File: config.mk
export PLATFORM = sky130hd
export DESIGN_NAME = alu_mul_seq
export DESIGN_NICKNAME = d
export VERILOG_FILES = /design/src/rtl/alu_mul_seq.sv
export SDC_FILE = /design/constraint.sdc
export NUM_CORES = 1
export LEC_CHECK = 0
export CAP_MARGIN = 40
export CORE_AREA = 2 2 63 110
export DETAILED_ROUTE_END_ITERATION = 7
export DIE_AREA = 0 0 65 112
export PLACE_DENSITY = 0.83
export RECOVER_POWER = 100
export SETUP_SLACK_MARGIN = 0.15
export SKIP_CTS_REPAIR_TIMING = 1
export SLEW_MARGIN = 20
export SYNTH_ARGS = -nofsm -noshare
export SYNTH_HDL_FRONTEND = slang
export SYNTH_SLANG_ARGS = --single-unit
File: constraint.sdc
create_clock -name clk -period 6.54 [get_ports clk]
set_input_delay 1.635 -clock clk [delete_from_list [all_inputs] [get_ports clk]]
set_output_delay 1.635 -clock clk [all_outputs]
set_load 0.02 [all_outputs]
File: src/rtl/alu_mul_seq.sv
// Sequential 16x16 shift-and-add multiplier (low 16 bits of a*b) built around a single alu.
// Optional ALU_MUL_SEQ_EARLY_EXIT_EN ends the run once no multiplier bits remain.

module alu (
  input  logic        zx,
  input  logic        nx,
  input  logic        zy,
  input  logic        ny,
  input  logic        f,
  input  logic        no,
  input  logic [15:0] x,
  input  logic [15:0] y,
  output logic [15:0] d_out
);
  logic [15:0] x1, x2, y1, y2, o;

  always_comb begin
    x1    = zx ? 16'h0000 : x;
    x2    = nx ? ~x1 : x1;
    y1    = zy ? 16'h0000 : y;
    y2    = ny ? ~y1 : y1;
    o     = f ? (x2 + y2) : (x2 & y2);
    d_out = no ? ~o : o;
  end
endmodule

module alu_mul_seq (
  input  logic        clk,
  input  logic        rst,
  input  logic        start,
  input  logic [15:0] a,
  input  logic [15:0] b,
  output logic        busy,
  output logic        done,
  output logic [15:0] product,
  output logic        zr,
  output logic        ng
);
  typedef enum logic [1:0] {IDLE, ADD, SHIFT, DONE} state_t;

  state_t      state_q, state_d;
  logic [15:0] acc_q, acc_d;
  logic [15:0] mcand_q, mcand_d;
  logic [15:0] mplier_q, mplier_d;
  logic [3:0]  count_q, count_d;
  logic [15:0] product_q, product_d;
  logic        zr_q, zr_d;
  logic        ng_q, ng_d;
  logic [15:0] alu_out;
  logic        last_shift;

  // Configured as a plain adder: acc + mcand.
  alu u_alu (
    .zx    (1'b0),
    .nx    (1'b0),
    .zy    (1'b0),
    .ny    (1'b0),
    .f     (1'b1),
    .no    (1'b0),
    .x     (acc_q),
    .y     (mcand_q),
    .d_out (alu_out)
  );

`ifdef ALU_MUL_SEQ_EARLY_EXIT_EN
  // Nothing left to add once the bits above the one just consumed are all zero.
  assign last_shift = (count_q == 4'd15) || (mplier_q[15:1] == 15'd0);
`else
  assign last_shift = (count_q == 4'd15);
`endif

  always_ff @(posedge clk) begin
    if (rst) begin
      state_q   <= IDLE;
      acc_q     <= 16'h0000;
      mcand_q   <= 16'h0000;
      mplier_q  <= 16'h0000;
      count_q   <= 4'd0;
      product_q <= 16'h0000;
      zr_q      <= 1'b1;
      ng_q      <= 1'b0;
    end else begin
      state_q   <= state_d;
      acc_q     <= acc_d;
      mcand_q   <= mcand_d;
      mplier_q  <= mplier_d;
      count_q   <= count_d;
      product_q <= product_d;
      zr_q      <= zr_d;
      ng_q      <= ng_d;
    end
  end

  always_comb begin
    state_d = state_q;
    case (state_q)
      IDLE:    if (start) state_d = ADD;
      ADD:     state_d = SHIFT;
      SHIFT:   state_d = last_shift ? DONE : ADD;
      DONE:    state_d = IDLE;
      default: state_d = IDLE;
    endcase
  end

  always_comb begin
    acc_d     = acc_q;
    mcand_d   = mcand_q;
    mplier_d  = mplier_q;
    count_d   = count_q;
    product_d = product_q;
    zr_d      = zr_q;
    ng_d      = ng_q;
    case (state_q)
      IDLE: begin
        if (start) begin
          acc_d    = 16'h0000;
          mcand_d  = a;
          mplier_d = b;
          count_d  = 4'd0;
        end
      end
      ADD: begin
        if (mplier_q[0]) acc_d = alu_out;
      end
      SHIFT: begin
        mcand_d  = {mcand_q[14:0], 1'b0};
        mplier_d = {1'b0, mplier_q[15:1]};
        count_d  = count_q + 4'd1;
      end
      DONE: begin
        product_d = acc_q;
        zr_d      = (acc_q == 16'h0000);
        ng_d      = acc_q[15];
      end
      default: ;
    endcase
  end

  always_comb begin
    busy = (state_q != IDLE);
    done = (state_q == DONE);
  end

  assign product = product_q;
  assign zr      = zr_q;
  assign ng      = ng_q;
endmodule
* Word level (Yosys, flattened, before mapping)
Index checks and enable logic that the tools add are counted.
Word-level totals: flip-flop bits (word level) 72, input port bits 35, output and inout bits 20
Operators by class: $add $sub $neg 2, equal/unequal tests 6, muxes and demuxes 12, reductions and logical operators 7
Operators with widths (count):
- one-hot mux 16 bit (2 select lines) | 3
- two-way mux 16 bit | 4
- adder 16 bit | 1
- zero test 16 bit | 1
- one-hot mux 2 bit (4 select lines) | 1
- one-hot mux 4 bit (2 select lines) | 1
- nonzero test 2 bit | 3
- adder 4 x 1 -> 4 bit, second input constant | 1
- == test 2 bit, second input constant | 2
- == test 4 bit, second input constant | 1
- two-way mux 2 bit | 2
- two-way mux 4 bit | 1
- inequality test 2 bit, second input constant | 2
- AND reduction 3 bit | 1
- == test 2 x 1 -> 1 bit, second input constant | 1
- zero test 2 bit | 1
- AND reduction 2 bit | 1

* Logic depth before layout (Yosys ltp)
word-level depth 3, mapped depth 10

* Cells and area by module
Synthesis repeated with hierarchy kept, for this count alone.
Unflattened totals: cells, all modules 630, area total of the unflattened synthesis 5102.4 sq um
By module, submodules not included:
- alu_mul_seq | times used 1, cells an instance 391, area each 3352.0 sq um, seq. area each 1421.4 sq um
- alu | times used 1, cells an instance 239, area each 1750.4 sq um, seq. area each 0.0 sq um

* Least setup slack after synthesis
No wires, ideal clock.
kind input -> register, start input start, end register acc_q[10], setup time 0.117 ns, arrival time 2.873 ns, setup slack 3.550 ns, stages on the path 7, buffers on the path 3, path through clkbuf_1 mux2i_1 or2_2 clkbuf_1 and2b_2 buf_6 a22o_1
Between the ends: longest elaborated chain between the ends 2
Ends and longest elaborated chain:
- from (decl) | RTL line 30 | input logic start,
- inequality test 2 bit (no source line)
- AND reduction 3 bit (no source line)
- to (signal assigned) | RTL line 75 | acc_q <= 16'h0000;
- to (signal assigned) | RTL line 84 | acc_q <= acc_d;
- to (decl) | RTL line 42 | logic [15:0] acc_q, acc_d;
Every way passes these cells. A chain may end at the register's enable or synchronous reset.

* Worst setup path after layout
start register state_q[1], end output done
Between the ends: longest elaborated chain between the ends 1
Ends and longest elaborated chain:
- from (decl) | RTL line 41 | state_t state_q, state_d;
- from (signal assigned) | RTL line 83 | state_q <= state_d;
- == test 2 bit | RTL line 141 | done = (state_q == DONE);
- to (decl) | RTL line 34 | output logic done,
Every way passes these cells.

==> impl_metrics.py <==
metrics = {
    "power_and_ir_drop": {
        "ir_worst_vdd_uv": 221,
        "p_per_area_mw_per_mm2": 238,
        "power.leakage_nw": 1.82,
    },
    "logic_synthesis": {
        "synth_cells": 462,
        "synth_top_area_frac": 0.395,
        "synth_enable_flop_cells": 0,
        "async_flop_share": 0,
        "syn_avg_cell_area_um2": 7.79,
        "ys_types": 51,
        "synth-seq-cells": 71,
        "synth_nets": 514,
        "yosysWarnings": 0,
        "synthFlopType": "dfxtp_1",
        "synth-seq-area-share": 0.395,
        "synth_top_area_cell": "dfxtp_1",
        "syn_area_mm2": 0.00360,
        "synthTopCellsByArea": "dfxtp_1 (39%), nor2_1 (8.3%), nand2_1 (7.7%), a21oi_1 (7.0%), ha_1 (5.6%)",
    },
    "routing": {
        "drt_pre_antenna_iters": 4,
        "wire_per_inst_um": 14.4,
        "drc": 0,
        "via_per_inst": 5.72,
        "antenna_left": 0,
        "drtIter0Drc": 250,
        "vias": 3382,
        "wl_um": 8510,
    },
    "global_route": {
        "grt_first_pass_wirelength_um": 14600,
        "first_global_vias": 3307,
        "grt_start_max_net_pins": 64,
        "track_usage": 0.256,
        "grt_overflow": 0,
        "antenna_found_initial": 0,
    },
    "sta": {
        "finalCritPeriodShare": 0.676,
        "rsz0062_at_grt": "no",
        "finalHoldViolCount": 0,
        "setup_viol": 0,
        "whs_ps": 452,
        "fin_worst_skew_ps": 4.31,
        "max_freq_mhz": 226,
        "worst_pin_slew_ps": 2760,
        "finalSetupTns_ps": 0,
        "period_minus_slack_ps": 4420,
        "drv_slew": 64,
        "slew_headroom": -0.837,
    },
    "setup_path": {
        "r2r-end": "acc_q[11]",
        "cp.depth": 4,
        "timing.critical_path.buf_inv": 3,
        "startpoint": "state_q[1]",
        "crit_chain": "buf_4 > nand2_1 > clkinv_1 > dlygate4sd3_1",
        "crit_end": "done",
        "worstReg2RegStart": "state_q[0]",
        "cp-start-kind": "flip-flop",
        "cp.arrival_ps": 2790,
        "r2r_cells": 5,
        "critPathTopFamily": "buffers and inverters",
        "crit_fanout": 38,
        "cp_slowest_cell": "dlygate4sd3_1",
        "max_stage_delay_ps": 820,
        "end_kind": "output pin",
        "critPathKind": "reg -> out",
        "r2r_slack_ps": 3910,
        "critical_path_required_ps": 4910,
    },
    "final_layout": {
        "syn_to_final_growth_pct": 23.2,
        "multiInputGateArea_mm2": 0.00200,
        "num_antenna_cells": 0,
        "finalNonFillerCells": 591,
        "mostFrequentLayoutCells": "nor2_1 (79), nand2_1 (74), dfxtp_1 (71), a21oi_1 (50), clkdlybuf4s50_1 (34)",
        "fin_util": 0.694,
        "seqCellArea_mm2": 0.00142,
        "num-fill-cells": 530,
        "drive_gt1_frac": 0.0629,
        "finish.instance_area_mm2": 0.00443,
        "layout_commonest_cell": "nor2_1",
        "nNetsFinal": 556,
    },
    "place": {
        "dpl.cell_count": 574,
        "dp_hpwl_um": 6140,
        "finalWeightedCongestion": 0.914,
        "dpl-instance-area_mm2": 0.00415,
        "io_buffers": 54,
    },
    "die": {
        "core_mm2": 0.00639,
        "fp.dieH_um": 112,
        "pin_count": 55,
        "die_area_mm2": 0.00728,
        "dieWidth_um": 65,
        "start_util": 0.563,
        "rows": 39,
    },
    "clock_tree": {
        "cts_tree": "yes",
        "path_clk_slew_ps": 60,
        "clkLatencyLatePin_ps": 340,
        "cts_root_buffer": "clkbuf_16",
        "htree_levels": 3,
        "clockBufferDepth": 2,
        "cts_made_buffers": 9,
        "cts.sinks": 71,
    },
    "run_status": {
        "outcome": "finished, violations left",
        "violations": "max-capacitance violations, max-slew violations",
    },
    "hold_path": {
        "hp-class": "reg -> reg",
    },
    "job": {
        "maxCapViolCount": 1,
    },
}
## power by group
part / total [mW] / internal, mW / switching [mW]
logic: 0.139 / 0.0635 / 0.0757
registers: 0.470 / 0.454 / 0.0158
clock network: 0.444 / 0.264 / 0.180
## per-layer routing
layer,GRT usage,wire [um]
met5,0,0
met4,0.155,435
met3,0.0535,284
met2,0.449,4490
met1,0.273,3300
## worst reg2reg max path, cell delays in order, from the launching register on
cell      delay [ps]
dfxtp_1          320
clkbuf_1         920
nand2b_1         360
nor3_1           420
clkbuf_1         360
a22o_1           190
## cell type report
cell class | count | share of cell area
Clock buffer | 10 | 0.0539
Clock inverter | 6 | 0.00818
Inverter | 10 | 0.00847
Multi-Input combinational cell | 350 | 0.451
Sequential cell | 71 | 0.321
Tap cell | 82 | 0.0231
Timing Repair Buffer | 62 | 0.134
## logic make-up after synthesis
family	after synthesis	share of synthesized area
simple gates	203	0.242
compound gates	116	0.218
flops	71	0.395
buf+inv	41	0.0494
fa+ha+maj	17	0.0612
xor+xnor	13	0.0316
mux	1	0.00278
## through the flow
stage | total power [mW] | worst slack [ps]
2_1_floorplan | 0.571 | 3550
3_3_place_gp | 0.610 | 2290
3_5_place_dp | 0.616 | 2380
4_1_cts | 1.06 | 2250
5_1_grt | 1.10 | 1910
6_report | 1.05 | 2120
## synthesized netlist by cell type (all sizes together) (3+ instances only)
cell,n
a211oi,4
a21o,3
a21oi,52
a22o,8
a22oi,6
a311oi,14
buf,5
clkbuf,26
dfxtp,71
ha,16
inv,9
nand2,74
nand2b,4
nor2,80
nor2b,15
nor3,14
nor4,5
o21a,3
o21ai,8
o22ai,3
or2,3
xnor2,8
xor2,5
## how the worst min path moves through the flow
stage	slack, ps	from	cells past startpoint	end
after global placement	440	product[14]	2	product[14]
after floorplan	440	acc_q[15]	2	product[15]
after CTS	450	product[8]	2	product[8]
final	450	product[8]	2	product[8]
after detailed placement	450	product[8]	2	product[8]
after global routing	480	product[1]	2	product[1]
## sequential cells by signal (all words and copies together), names as in the netlist
signal,count
state_q,2
mplier_q,16
mcand_q,16
product,16
zr,1
acc_q,16
count_q,4
No activity file was read; power rests on OpenSTA's default activity.
